$ cat src/rtl/inv_key_expansion.sv
// Reverse AES-128 key schedule: walks round keys 10 down to 0 with a valid/ready handshake.
// Optional INV_KEY_EXP_FWD_DERIVE_EN: accept the cipher key and derive the round-10 key first.
module inv_key_expansion (
  input  logic         clk,
  input  logic         rst,
  input  logic         start,
  input  logic [127:0] key_in,
  input  logic         key_ready,
  output logic [127:0] key_out,
  output logic         key_valid,
  output logic [3:0]   round_idx,
  output logic         busy,
  output logic         done
);

  localparam int unsigned STATE_W = 3;
  localparam int unsigned WORD_W  = 32;
  localparam int unsigned ROUND_W = 4;

  localparam logic [STATE_W-1:0] IDLE    = 3'd0;
  localparam logic [STATE_W-1:0] OUT     = 3'd1;
  localparam logic [STATE_W-1:0] SUB     = 3'd2;
  localparam logic [STATE_W-1:0] UPD     = 3'd3;
`ifdef INV_KEY_EXP_FWD_DERIVE_EN
  localparam logic [STATE_W-1:0] FWD_SUB = 3'd4;
  localparam logic [STATE_W-1:0] FWD_UPD = 3'd5;
`endif

  localparam logic [ROUND_W-1:0] LAST_ROUND = 4'd10;
  localparam logic [7:0]         RCON_LAST  = 8'h36;

  // GF(2^8) multiply modulo x^8+x^4+x^3+x+1
  function automatic logic [7:0] gf_mul(input logic [7:0] a, input logic [7:0] b);
    logic [7:0] p;
    logic [7:0] x;
    p = 8'h00;
    x = a;
    for (int i = 0; i < 8; i++) begin
      if (b[i]) p = p ^ x;
      x = {x[6:0], 1'b0} ^ (x[7] ? 8'h1b : 8'h00);
    end
    return p;
  endfunction

  // AES S-box: multiplicative inverse (a^254) followed by the affine transform
  function automatic logic [7:0] sbox(input logic [7:0] a);
    logic [7:0] sq;
    logic [7:0] inv;
    sq  = a;
    inv = 8'h01;
    for (int i = 1; i < 8; i++) begin
      sq  = gf_mul(sq, sq);
      inv = gf_mul(inv, sq);
    end
    return inv ^ {inv[6:0], inv[7]} ^ {inv[5:0], inv[7:6]} ^
           {inv[4:0], inv[7:5]} ^ {inv[3:0], inv[7:4]} ^ 8'h63;
  endfunction

`ifdef INV_KEY_EXP_FWD_DERIVE_EN
  function automatic logic [7:0] xtime(input logic [7:0] b);
    return {b[6:0], 1'b0} ^ (b[7] ? 8'h1b : 8'h00);
  endfunction
`endif

  logic [STATE_W-1:0] state_q, state_d;
  logic [WORD_W-1:0]  w0_q, w1_q, w2_q, w3_q;
  logic [WORD_W-1:0]  w0_d, w1_d, w2_d, w3_d;
  logic [ROUND_W-1:0] round_q, round_d;
  logic [7:0]         rcon_q, rcon_d;
  logic               valid_q, valid_d;
  logic               busy_q, busy_d;
  logic               done_q, done_d;
  logic [WORD_W-1:0]  sub_q;
  logic [WORD_W-1:0]  sbox_in_c;
  logic               sub_en_c;
`ifdef INV_KEY_EXP_FWD_DERIVE_EN
  logic [WORD_W-1:0]  fw0_c, fw1_c, fw2_c, fw3_c;
`endif

  assign key_out   = {w3_q, w2_q, w1_q, w0_q};
  assign key_valid = valid_q;
  assign round_idx = round_q;
  assign busy      = busy_q;
  assign done      = done_q;

  // S-box address select and load enable
  always_comb begin
`ifdef INV_KEY_EXP_FWD_DERIVE_EN
    sbox_in_c = (state_q == FWD_SUB) ? w3_q : (w3_q ^ w2_q);
    sub_en_c  = (state_q == SUB) || (state_q == FWD_SUB);
`else
    sbox_in_c = w3_q ^ w2_q;
    sub_en_c  = (state_q == SUB);
`endif
  end

  // RotWord folded into the byte placement; no reset since UPD always follows a load
  always_ff @(posedge clk) begin
    if (sub_en_c) begin
      sub_q <= {sbox(sbox_in_c[23:16]), sbox(sbox_in_c[15:8]),
                sbox(sbox_in_c[7:0]),   sbox(sbox_in_c[31:24])};
    end
  end

  always_comb begin
    state_d = state_q;
    w0_d    = w0_q;
    w1_d    = w1_q;
    w2_d    = w2_q;
    w3_d    = w3_q;
    round_d = round_q;
    rcon_d  = rcon_q;
    done_d  = 1'b0;
`ifdef INV_KEY_EXP_FWD_DERIVE_EN
    fw0_c   = w0_q ^ sub_q ^ {rcon_q, 24'h0};
    fw1_c   = w1_q ^ fw0_c;
    fw2_c   = w2_q ^ fw1_c;
    fw3_c   = w3_q ^ fw2_c;
`endif
    case (state_q)
      IDLE: begin
        if (start) begin
          // Words are presented little-endian per 32-bit lane on key_in
          w0_d = {key_in[7:0],   key_in[15:8],  key_in[23:16],  key_in[31:24]};
          w1_d = {key_in[39:32], key_in[47:40], key_in[55:48],  key_in[63:56]};
          w2_d = {key_in[71:64], key_in[79:72], key_in[87:80],  key_in[95:88]};
          w3_d = {key_in[103:96], key_in[111:104], key_in[119:112], key_in[127:120]};
`ifdef INV_KEY_EXP_FWD_DERIVE_EN
          round_d = 4'd0;
          rcon_d  = 8'h01;
          state_d = FWD_SUB;
`else
          round_d = LAST_ROUND;
          rcon_d  = RCON_LAST;
          state_d = OUT;
`endif
        end
      end
      OUT: begin
        if (key_ready) begin
          if (round_q == 4'd0) begin
            state_d = IDLE;
            done_d  = 1'b1;
          end else begin
            state_d = SUB;
          end
        end
      end
      SUB: state_d = UPD;
      UPD: begin
        w3_d    = w3_q ^ w2_q;
        w2_d    = w2_q ^ w1_q;
        w1_d    = w1_q ^ w0_q;
        w0_d    = w0_q ^ sub_q ^ {rcon_q, 24'h0};
        round_d = round_q - 4'd1;
        rcon_d  = (rcon_q == 8'h1b) ? 8'h80 : (rcon_q >> 1);
        state_d = OUT;
      end
`ifdef INV_KEY_EXP_FWD_DERIVE_EN
      FWD_SUB: state_d = FWD_UPD;
      FWD_UPD: begin
        w0_d    = fw0_c;
        w1_d    = fw1_c;
        w2_d    = fw2_c;
        w3_d    = fw3_c;
        round_d = round_q + 4'd1;
        if (round_q == LAST_ROUND - 4'd1) begin
          rcon_d  = RCON_LAST;
          state_d = OUT;
        end else begin
          rcon_d  = xtime(rcon_q);
          state_d = FWD_SUB;
        end
      end
`endif
      default: state_d = IDLE;
    endcase
    valid_d = (state_d == OUT);
    busy_d  = (state_d != IDLE);
  end

  always_ff @(posedge clk) begin
    if (rst) begin
      state_q <= IDLE;
      w0_q    <= '0;
      w1_q    <= '0;
      w2_q    <= '0;
      w3_q    <= '0;
      round_q <= '0;
      rcon_q  <= '0;
      valid_q <= 1'b0;
      busy_q  <= 1'b0;
      done_q  <= 1'b0;
    end else begin
      state_q <= state_d;
      w0_q    <= w0_d;
      w1_q    <= w1_d;
      w2_q    <= w2_d;
      w3_q    <= w3_d;
      round_q <= round_d;
      rcon_q  <= rcon_d;
      valid_q <= valid_d;
      busy_q  <= busy_d;
      done_q  <= done_d;
    end
  end

endmodule

$ cat config.mk
export PLATFORM = sky130hd
export DESIGN_NAME = inv_key_expansion
export DESIGN_NICKNAME = d
export VERILOG_FILES = /design/src/rtl/inv_key_expansion.sv
export SDC_FILE = /design/constraint.sdc
export NUM_CORES = 2
export LEC_CHECK = 0
export BUFFER_PORTS_ARGS = -buffer_cell sky130_fd_sc_hd__buf_2
export CORE_AREA = 2 2 321 323
export CTS_CLUSTER_DIAMETER = 80
export CTS_CLUSTER_SIZE = 10
export DETAILED_ROUTE_END_ITERATION = 10
export DIE_AREA = 0 0 323 325
export PLACE_DENSITY = 0.8
export SYNTH_ARGS = -nofsm -noshare
export SYNTH_HDL_FRONTEND = slang
export SYNTH_SLANG_ARGS = --single-unit
export TNS_END_PERCENT = 20
$ cat constraint.sdc
create_clock -name clk -period 31 [get_ports clk]
set_input_delay 1.55 -clock clk [delete_from_list [all_inputs] [get_ports clk]]
set_output_delay 1.55 -clock clk [all_outputs]
set_load 0.02 [all_outputs]
==> impl_metrics.csv <==
group,metric,value,unit
floorplanning,start_util,64.7,%
critical_path,cpPeakStageDelay,0.85,ns
route,detail-route-antenna-nets,0,
grt,grt_pass1_vias,61200,
worst_hold_path,hold_start,"w0_q[17]",
timing,tightest_slew,1.36,ns
critical_path,critPathKind,"reg -> reg",
critical_path,reg2reg_to,"sub_q[16]",
floorplanning,die_x,323,um
clock_network,clkSinkCount,178,
clock_network,clk_pin_slew,0.09,ns
critical_path,ff2ff_path_depth,53,
floorplanning,dieArea,105000,um2
clock_network,cts_setup_buffers,0,
route,drt_pre_antenna_iters,8,
timing,finalHoldViolCount,0,
final_layout,area_delta_synth_final,5.73,%
critical_path,end_kind,"flop",
floorplanning,die-height,325,um
final_layout,final_cell_mix,"xnor2_1, nor2_1, nand2_1",
final_layout,layout_commonest_cell,"xnor2_1",
timing,min_period,19.95,ns
timing,fmax,50.1,MHz
timing,slew_viol_final,0,
final_layout,layout-drive-gt1-share,10.3,%
timing,post-route-period-util,64.4,%
worst_hold_path,worstHoldEndpoint,"w0_q[17]",
worst_hold_path,hp-class,"reg -> reg",
route,drt_iter0_drc,8490,
floorplanning,pin_count,267,
grt,grt_usage,37.5,%
synth,synthCells,9019,
route,drc,0,
clock_network,clk_latency,0.49,ns
final_layout,nNetsFinal,9129,
placed_design,portBuffers,266,
synth,ys_ff_latch,178,
critical_path,path_buf_inv,4,
synth,synth_flop_cell,"dfxtp_1",
grt,antenna_found_initial,12,
clock_network,postCtsHoldBufs,0,
route,num_vias,67300,
flow_run,maxCapViolations,0,
critical_path,worstPathRequired,31.24,ns
critical_path,arrival,20.20,ns
floorplanning,core_area,101000,um2
route,wl_per_cell,20.0,um
synth,synth-async-reset-ratio,0,%
timing,setup_tns,0,ns
synth,synth_cell_types,127,
clock_network,cts.path.max_buffers,2,
critical_path,crit_slowest_cell,"xnor3_1",
clock_network,htree_levels,4,
critical_path,rrSetupSlack,11.05,ns
timing,skew,0.0227,ns
grt,overflow,0,
clock_network,cts_root_buf,"clkbuf_16",
grt,grt_max_degree,90,
synth,syn-num-nets,9181,
status,outcome,"completed",
critical_path,regToRegStartpoint,"w2_q[14]",
placed_design,hpwl,151000,um
clock_network,post_cts_resized,0,
critical_path,path_common_cell,"xnor2_1",
worst_hold_path,hold_path_depth,2,
synth,synth_edf_count,32,
route,vias_per_cell,6.50,
route,drt_wl_total,207000,um
placed_design,gp_congestion,0.984,
grt,grt_pass1_wl,329000,um
floorplanning,row_count,117,
synth,yosysSeqAreaShare,5.92,%
synth,syn_area,65600,um2
critical_path,crit_fanout,27,
timing,rsz0062_at_grt,"false",
critical_path,start_kind,"flop",
timing,setup_viol,0,
synth,synth-warning-count,0,
timing,relSlewSlack,8.77,%
synth,avgSynthCellArea,7.27,um2
critical_path,crit_family,"XOR/XNOR gates",
clock_network,cts_inserted_buffers,17,
clock_network,tritoncts,"yes",
-- worst max-delay path by stage --
stage                      to  cells after the start  slack (ns)      from
floorplan            sub_q[3]                     67       14.56  w2_q[31]
global placement    sub_q[16]                     52       11.64  w2_q[14]
detailed placement  sub_q[16]                     53       11.37  w2_q[14]
CTS                 sub_q[16]                     53       11.33  w2_q[14]
global route        sub_q[30]                     57        9.66  w2_q[23]
finish              sub_q[16]                     53       11.05  w2_q[14]
-- cell families (layout without fill, tap and decap cells) --
group,after synthesis,count (layout),synth area share [%]
flops,178,178,5.92
xor+xnor,2572,2572,42.9
fa+ha+maj,32,32,0.603
simple gates,3159,3159,20.9
other cells,1,12,0.00572
compound gates,2067,2067,21.1
buf+inv,762,723,4.70
mux,248,248,3.97
-- flip-flops by register name, indices dropped and copies added, names as in the netlist --
name,count
state_q,3
done,1
key_valid,1
w1_q,32
w3_q,32
rcon_q,8
round_idx,4
w2_q,32
busy,1
w0_q,32
sub_q,32
-- routing by layer --
layer / share of wire [%] / global-route usage [%]
met1: 41 / 51.3
met2: 45 / 59.7
met3: 10 / 5.90
met4: 3.2 / 13.0
met5: 0.014 / 0
-- worst reg2reg max path, delay by kind of cell, from the launching register on --
kind	cells	cell delay [ns]
multiplexers	3	1.25
XOR/XNOR	22	8.84
buffers and inverters	4	1.69
AO/OA/AOI/OAI	12	4.01
flip-flops	1	0.71
AND/OR/NAND/NOR	10	2.03
adder cells (fa/ha/maj)	2	1.16
-- cell usage after synthesis, drive strengths merged, types with 29 or more instances --
cell type,number,area (um2)
a2111oi,30,307
a211oi,129,1010
a21oi,512,2570
a221oi,60,563
a22oi,49,368
a311o,52,521
a31oi,82,519
a32oi,29,254
and2,58,365
and3,40,250
buf,153,793
clkbuf,454,1700
dfxtp,146,2920
edfxtp,32,961
ha,30,375
inv,143,539
mux2,42,473
mux2i,201,2020
nand2,868,3280
nand2b,33,206
nand3,197,986
nand4,43,269
nor2,1366,5160
nor2b,30,188
nor3,340,1720
nor4,45,288
o211ai,69,528
o21a,33,248
o21ai,479,2400
o221ai,31,272
o22ai,119,757
o31ai,38,299
o32ai,31,294
or2,30,188
or3,55,344
xnor2,1801,16700
xnor3,285,6430
xor2,453,4220
xor3,33,787
-- stage by stage --
stage | instance area, um2 | hold WS [ns] | cells | setup WS (ns) | util, %
finish | 69300 | 0.497 | 10400 | 11.05 | 68.4
global route | 69300 | 0.531 | 10400 | 9.66 | 68.4
CTS | 69300 | 0.499 | 10300 | 11.33 | 68.4
detailed placement | 68700 | 0.487 | 10300 | 11.37 | 67.8
global placement | 68700 | 0.478 | 10300 | 11.64 | 67.8
floorplan | 65600 | 0.487 | 9019 | 14.56 | -
-- cell type report --
class,count,area (um2)
multi-input combinational,8079,59100
fill,8807,32000
sequential,178,3880
timing repair buffer,536,3360
tap,1368,1710
inverter,155,584
clock buffer,20,479
clock inverter,12,160
antenna,11,27.5
Power is not shown: default switching activity piles up to over one toggle a cycle in this logic, so the estimate is an artifact.
